### config.mk
export PLATFORM = sky130hd
export DESIGN_NAME = osc_sample_arbiter
export DESIGN_NICKNAME = d
export VERILOG_FILES = /design/src/rtl/osc_sample_arbiter.sv
export SDC_FILE = /design/constraint.sdc
export NUM_CORES = 1
export LEC_CHECK = 0
export CAP_MARGIN = 20
export CORE_ASPECT_RATIO = 0.9
export CORE_UTILIZATION = 45
export DETAILED_ROUTE_END_ITERATION = 10
export GPL_ROUTABILITY_DRIVEN = 0
export GPL_TIMING_DRIVEN = 0
export PLACE_DENSITY = 0.65
export SYNTH_ARGS = -nofsm -noshare
export SYNTH_HDL_FRONTEND = slang
export SYNTH_SLANG_ARGS = --single-unit
### constraint.sdc
create_clock -name clk -period 2.2 [get_ports clk]
set_input_delay 0.66 -clock clk [delete_from_list [all_inputs] [get_ports clk]]
set_output_delay 0.66 -clock clk [all_outputs]
set_load 0.02 [all_outputs]
### src/rtl/osc_sample_arbiter.sv
// Round-robin readout of two channel sample FIFOs into one tagged, first-word fall-through output FIFO.
// Strobe at N, push at N+1, visible at N+2; reads stop issuing while the output FIFO is full or i_Enable=0.
module osc_sample_arbiter #(
    parameter int P_DEPTH = 4,
    parameter int P_BURST = 4
) (
    input  logic        clk,
    input  logic        reset,
    input  logic        i_Enable,
    output logic        o_ReadSample0,
    input  logic        i_ReadSampleEmpty0,
    input  logic [15:0] i_ReadSampleData0,
    output logic        o_ReadSample1,
    input  logic        i_ReadSampleEmpty1,
    input  logic [15:0] i_ReadSampleData1,
    input  logic        i_SampleRead,
    output logic        o_SampleEmpty,
    output logic [15:0] o_SampleData,
    output logic        o_SampleChan,
    output logic        o_Busy
);

    localparam int AW = $clog2(P_DEPTH);
    localparam int CW = AW + 1;
    localparam logic [CW-1:0] DEPTH_LIM = CW'(P_DEPTH);
    localparam logic [3:0]    BURST_LIM = 4'(P_BURST);

    typedef enum logic {IDLE, CAPTURE} state_t;

    state_t        state;
    logic          sel_chan;
    logic          last_chan;
    logic [3:0]    burst_cnt;
    logic          pick;
    logic          issue;
    logic          push;
    logic          pop;
    logic [16:0]   push_dat;
    logic [16:0]   head;
    logic [16:0]   mem [P_DEPTH];
    logic [AW-1:0] wr_ptr;
    logic [AW-1:0] rd_ptr;
    logic [CW-1:0] fifo_count;

    always_comb begin
        pick = 1'b0;
        if (!i_ReadSampleEmpty0 && !i_ReadSampleEmpty1)
            pick = (burst_cnt < BURST_LIM) ? last_chan : ~last_chan;
        else
            pick = !i_ReadSampleEmpty1;
        // Gated by reset so the strobes read zero while reset is held.
        issue = !reset && (state == IDLE) && i_Enable &&
                (!i_ReadSampleEmpty0 || !i_ReadSampleEmpty1) &&
                (fifo_count < DEPTH_LIM);
    end

    assign o_ReadSample0 = issue && !pick;
    assign o_ReadSample1 = issue && pick;
    assign o_Busy        = (state == CAPTURE);

    // burst_cnt resets saturated so the first tie after reset goes to the channel other than last_chan (ch0).
    always_ff @(posedge clk or posedge reset) begin
        if (reset) begin
            state     <= IDLE;
            sel_chan  <= 1'b0;
            last_chan <= 1'b1;
            burst_cnt <= 4'hF;
        end else begin
            case (state)
                IDLE: begin
                    if (issue) begin
                        state     <= CAPTURE;
                        sel_chan  <= pick;
                        last_chan <= pick;
                        if (pick != last_chan)
                            burst_cnt <= 4'd1;
                        else if (burst_cnt != 4'hF)
                            burst_cnt <= burst_cnt + 4'd1;
                    end
                end
                default: state <= IDLE;
            endcase
        end
    end

    assign push     = (state == CAPTURE);
    assign push_dat = {sel_chan, sel_chan ? i_ReadSampleData1 : i_ReadSampleData0};
    assign pop      = i_SampleRead && (fifo_count != '0);

    always_ff @(posedge clk) begin
        if (push)
            mem[wr_ptr] <= push_dat;
    end

    // head is a registered copy of the oldest entry; it keeps the last value once drained.
    always_ff @(posedge clk or posedge reset) begin
        if (reset) begin
            wr_ptr     <= '0;
            rd_ptr     <= '0;
            fifo_count <= '0;
            head       <= '0;
        end else begin
            if (push)
                wr_ptr <= wr_ptr + 1'b1;
            if (pop)
                rd_ptr <= rd_ptr + 1'b1;
            if (push && !pop)
                fifo_count <= fifo_count + 1'b1;
            else if (pop && !push)
                fifo_count <= fifo_count - 1'b1;
            if (pop && (fifo_count > CW'(1)))
                head <= mem[AW'(rd_ptr + 1'b1)];
            else if (push && ((fifo_count == '0) || pop))
                head <= push_dat;
        end
    end

    assign o_SampleEmpty = (fifo_count == '0);
    assign o_SampleData  = head[15:0];
    assign o_SampleChan  = head[16];

endmodule

==> flow_summary_export.csv, run 1 <==
group,metric,value,unit
global_routing,use_met1,25.0,%
clocking,clock_path_buffers,2,
floorplan,die_x,106,µm
finish,multi_input_comb_area,1400,µm²
global_routing,use_met3,3.96,%
timing,timing.setup.tns,-162,ps
clocking,numClockSinks,99,
global_routing,grt_pass1_wl,13500,µm
pwr,pwr-share-clk,21.2,%
synthesis,yosys-top-cells-area,"edfxtp_1 47%, dfrtp_1 15%, mux4_1 7.3%",
timing,setup_ws,-92.4,ps
clocking,root_buffer,"clkbuf_8",
pwr,switchingPower,2040,µW
synthesis,synth_ff_type,"edfxtp_1",
finish,nets,380,
synthesis,yosysWarnings,0,
critical_path,worst_setup_path_end_kind,"primary output",
timing,period_needed,2290,ps
detailed_routing,viasPerCell,5.39,
pwr,vdd_drop_max,0.538,mV
clocking,clkSlewWorstSetupHoldPaths,90,ps
timing,setup_viol,2,
synthesis,synthesis.nets,303,
timing,hold_viol_final,0,
global_routing,grt_max_degree,18,
pwr,seq_power_share,40.7,%
clocking,clk_latency,360,ps
synthesis,synth_edf_count,68,
timing,timing.final.crit_share,104,%
timing,max_freq,0.436,GHz
flow_run,drv_cap,0,
critical_path,cp-start-kind,"flip-flop",
detailed_routing,ant_nets,0,
finish,antenna_cells,0,
pwr,sw_frac_of_total,30.7,%
floorplan,core,9250,µm²
clocking,cts_tree,"yes",
finish,area.growth.synth_to_final,25.1,%
synthesis,ys_ff_latch,99,
finish,layout_common_cells,"68 x edfxtp_1, 51 x clkdlybuf4s50_1, 26 x dfrtp_1",
status,violations,"setup timing",
clocking,cts_made_buffers,9,
timing,timing.hold.ws,504,ps
floorplan,num_rows,33,
synthesis,syn_inst,256,
floorplan,die-area,10000,µm²
floorplan,initial_core_util,47.0,%
timing,final_max_slew_viol_count,0,
global_routing,antenna_found_initial,0,
detailed_routing,vias,2480,
critical_path,crit_fanout,6,
floorplan,dieHeight,95.2,µm
timing,fin_skew,14.2,ps
timing,relSlewSlack,35.6,%
finish,drive_gt1_share,22.8,%
global_routing,met2_usage,31.0,%
pwr,p_int,4600,µW
critical_path,required,1540,ps
floorplan,pin_count,59,
timing,rsz0062_at_grt,"true",
detailed_routing,wirelength,8690,µm
timing,tightest_slew,966,ps
clocking,ctsHtreeMaxLevel,3,
synthesis,yosysSeqAreaShare,65.0,%
pwr,power_leakage,0.00205,µW
hold_path,hp-class,"flip-flop to flip-flop",
detailed_routing,drtIter0Drc,94,
finish,fill_cells,759,
global_routing,grt_usage,18.7,%
global_routing,grt_pass1_vias,2485,
finish,layout_commonest_cell,"edfxtp_1",
detailed_routing,dr.pass1.iters,4,
status,status,"finished with violations",
synthesis,avgSynthCellArea,17.0,µm²
place,placed_cell_area,5110,µm²
critical_path,crit_type,"flip-flop to primary output",
global_routing,overflow,0,
finish,stdcell_area,5430,µm²
detailed_routing,drcViolationCount,0,
global_routing,grt-busiest-layer,"met2",
pwr,combPwrFrac,38.1,%
finish,seqCellArea,2820,µm²
pwr,power_density,1220,nW/µm²
detailed_routing,wl_per_cell,18.9,µm
synthesis,yosys.area.top_type_share,47.0,%
synthesis,synthArstFlopShare,31.3,%
critical_path,arrival,1630,ps
place,hpwl,5520,µm
synthesis,synth_top_cell_by_area,"edfxtp_1",
synthesis,synth_cell_type_count,38,
place,io_buffers,58,
synthesis,syn_area,4340,µm²
==> worst max-delay path: stages (launching register included) <==
cell and delay [ps]:
dfstp_2 580, or3_4 130, a21oi_2 50, buf_4 150, nor3_4 210, buf_6 150
==> cells in the mapped netlist (all sizes together) (4+ instances only) <==
library cell / number
mux2: 17
and2: 5
xnor2: 4
a21oi: 6
ha: 9
inv: 11
o21ai: 8
mux4: 17
o221a: 4
edfxtp: 68
a221o: 13
nand3: 6
nor2b: 11
dfrtp: 26
nor2: 4
dfstp: 5
buf: 9
and2b: 4
nand2: 13
==> final timing paths <==
check	from	to	slack [ps]	cells after the start
max	last_chan$_DFFE_PP1P_	o_ReadSample1	-90	5
min	fifo_count[0]$_DFFE_PP0P_	fifo_count[0]$_DFFE_PP0P_	500	1
max reg2reg	fifo_count[1]$_DFFE_PP0P_	head[16]$_DFFE_PP0P_	170	7
min reg2reg	fifo_count[0]$_DFFE_PP0P_	fifo_count[0]$_DFFE_PP0P_	500	1
max in group asynchronous	reset	rd_ptr[1]$_DFFE_PP0P_	1080	3
min in group asynchronous	reset	head[0]$_DFFE_PP0P_	560	2
==> through the flow <==
step	utilization, %	power [µW]	instances	setup WS (ps)
2_1_floorplan	-	4370	256	97.7
3_3_place_gp	54.9	5150	436	-964
3_5_place_dp	55.2	5210	437	-1010
4_1_cts	58.6	6670	458	-99.0
5_1_grt	58.8	7000	460	-171
6_report	58.8	6650	460	-92.4
==> repair_timing <==
action / in CTS / in global routing
hold buffers: 0 / 0
setup buffers: 5 / 2
pin swaps: 7 / 1
endpoints found under the setup margin: 12 / 7
resized for setup: 25 / 4
==> cell families after synthesis <==
group	share of synthesized area [%]
muxes	14.5
buffers and inverters	3.72
and+or+nand+nor	6.57
AOI/OAI and AO/OA	6.40
DFF	65.0
adders and majority gates	2.59
xor gates and xnor gates	1.21
==> layer usage <==
layer	share of wire, %	wire length [µm]
met1	46	4030
met2	48	4180
met3	4.4	378
met4	1.1	99
met5	0	0
==> power groups by stage <==
stage | Clock [µW] | Combinational [µW] | Sequential (µW)
after floorplan | 0 | 1490 | 2880
after global placement | 0 | 2410 | 2740
after detailed placement | 0 | 2460 | 2750
after CTS | 1430 | 2530 | 2710
after global routing | 1490 | 2750 | 2750
final | 1410 | 2530 | 2710
==> sequential cells by signal (all words and copies together), names as in the netlist <==
register / count
burst_cnt: 4
fifo_count: 3
head: 17
last_chan: 1
mem: 68
o_Busy: 1
rd_ptr: 2
sel_chan: 1
wr_ptr: 2
==> cell type report <==
cell class	instances	area share, %
clock buffer	11	2.60
tap	122	2.81
timing repair buffer	66	12.0
sequential	99	52.0
buffer	10	2.21
clock inverter	5	1.98
inverter	11	0.760
multi-input combinational	136	25.7
Power figures use the tool's default switching activity.
==> run 2: changes to the inputs <==
==> constraint.sdc (replaced) <==
create_clock -name clk -period 2.38 [get_ports clk]
set_input_delay 0.714 -clock clk [delete_from_list [all_inputs] [get_ports clk]]
set_output_delay 0.714 -clock clk [all_outputs]
set_load 0.02 [all_outputs]
==> flow_summary_export.csv, run 2 (synthesis results as in run 1) <==
group,metric,value,unit
finish,nets,380,
critical_path,crit_fanout,6,
detailed_routing,wirelength,8670,µm
timing,tightest_slew,979,ps
global_routing,grt_pass1_wl,13500,µm
timing,setup_viol,0,
status,status,"finished, final reports clean",
hold_path,holdPathEnd,"fifo_count[0]$_DFFE_PP0P_",
critical_path,r2r-start,"fifo_count[1]$_DFFE_PP0P_",
clocking,ctsHtreeMaxLevel,3,
detailed_routing,vias,2501,
critical_path,worstRegToRegCells,7,
pwr,power_leakage,0.00205,µW
hold_path,hp-class,"flip-flop to flip-flop",
clocking,clock_path_buffers,2,
critical_path,r2r_end,"head[16]$_DFFE_PP0P_",
global_routing,grt_max_degree,18,
clocking,clkSlewWorstSetupHoldPaths,90,ps
floorplan,die_x,106,µm
floorplan,die-area,10000,µm²
floorplan,dieHeight,95.2,µm
finish,largest_reg_flops,68,
critical_path,required,1670,ps
critical_path,crit_type,"flip-flop to primary output",
critical_path,r2r_slack,310,ps
timing,final_max_slew_viol_count,0,
floorplan,initial_core_util,47.0,%
timing,timing.final.crit_share,99.2,%
hold_path,min_from,"fifo_count[0]$_DFFE_PP0P_",
global_routing,grt_pass1_vias,2472,
clocking,numClockSinks,99,
detailed_routing,drtIter0Drc,77,
finish,fill_cells,758,
timing,hold_viol_final,0,
detailed_routing,drcViolationCount,0,
timing,timing.setup.tns,0,ps
clocking,cts_made_buffers,9,
timing,max_freq,0.424,GHz
detailed_routing,viasPerCell,5.44,
clocking,clk_latency,360,ps
finish,layout_commonest_cell,"edfxtp_1",
clocking,root_buffer,"clkbuf_8",
detailed_routing,ant_nets,0,
finish,largest-register,"mem",
global_routing,overflow,0,
place,io_buffers,58,
global_routing,antenna_found_initial,0,
floorplan,core,9250,µm²
pwr,vdd_drop_max,0.497,mV
timing,rsz0062_at_grt,"true",
timing,period_needed,2360,ps
timing,timing.hold.ws,504,ps
flow_run,drv_cap,0,
finish,area.growth.synth_to_final,25.0,%
finish,layout_common_cells,"68 x edfxtp_1, 51 x clkdlybuf4s50_1, 26 x dfrtp_1",
floorplan,pin_count,59,
timing,fin_skew,14.7,ps
critical_path,worst_setup_path_end_kind,"primary output",
clocking,cts_tree,"yes",
global_routing,grt_usage,18.7,%
finish,reg.largest.list,"mem (68), head (17), burst_cnt (4)",
floorplan,num_rows,33,
critical_path,cp-start-kind,"flip-flop",
hold_path,hold_depth,1,
pwr,power_density,1130,nW/µm²
clocking,cts_hold_buf,0,
finish,drive_gt1_share,22.2,%
place,hpwl,5520,µm
finish,antenna_cells,0,
detailed_routing,wl_per_cell,18.9,µm
detailed_routing,dr.pass1.iters,5,
critical_path,arrival,1650,ps
timing,relSlewSlack,34.8,%
[run 2: critical path: stages, from the launching register on]
cell,delay (ps)
dfstp_2,590
or3_4,140
a21oi_2,50
buf_4,150
nor3_4,220
buf_6,150
[run 2: through the flow]
stage	setup slack, ps	cell area (µm²)	total power [µW]	util, %	std cells
global placement	-892	5080	4760	54.9	436
global route	-55.1	5430	6460	58.7	460
floorplan	187	4350	4040	-	256
detailed placement	-936	5110	4820	55.2	437
CTS	-3.98	5390	6140	58.3	456
finish	19.2	5430	6140	58.7	460
[run 2: power breakdown]
part           internal, µW  switching [µW]
sequential             2290             216
combinational          1230            1110
clock                   733             567
total                  4250            1890
[run 2: worst max path at each step]
stage	start	end	slack, ps	cells after the start
final	last_chan$_DFFE_PP1P_	o_ReadSample1	20	5
after global routing	burst_cnt[3]$_DFFE_PP1P_	o_ReadSample1	-60	5
after CTS	burst_cnt[3]$_DFFE_PP1P_	o_ReadSample1	-4	5
after detailed placement	reset	o_ReadSample1	-940	5
after global placement	reset	o_ReadSample1	-890	5
after floorplan	reset	o_ReadSample1	190	3
[run 2: area by class of cell]
type / instances / area (µm²) / area share, %
Clock inverter: 5 / 108 / 1.98
Buffer: 10 / 120 / 2.21
Tap cell: 122 / 153 / 2.81
Timing Repair Buffer: 66 / 651 / 12.0
Sequential cell: 99 / 2820 / 52.0
Clock buffer: 11 / 141 / 2.60
Multi-Input combinational cell: 136 / 1390 / 25.6
Inverter: 11 / 41.3 / 0.760
[run 2: layer usage]
| metal | wire (µm) | GRT usage [%] | vias up | share of wire (%) |
|---|---|---|---|---|
| met4 | 99 | 6.48 | 0 | 1.1 |
| met2 | 4170 | 30.9 | 66 | 48 |
| met1 | 4070 | 25.0 | 1276 | 47 |
| met5 | 0 | 0 | - | 0 |
| li1 | - | - | 1152 | - |
| met3 | 338 | 3.96 | 7 | 3.9 |
[run 2: timing repair]
action / in CTS / in global routing
buffers inserted: 3 / 4
resized for setup: 23 / 4
pin swaps: 6 / 2
endpoints found under the setup margin: 3 / 7
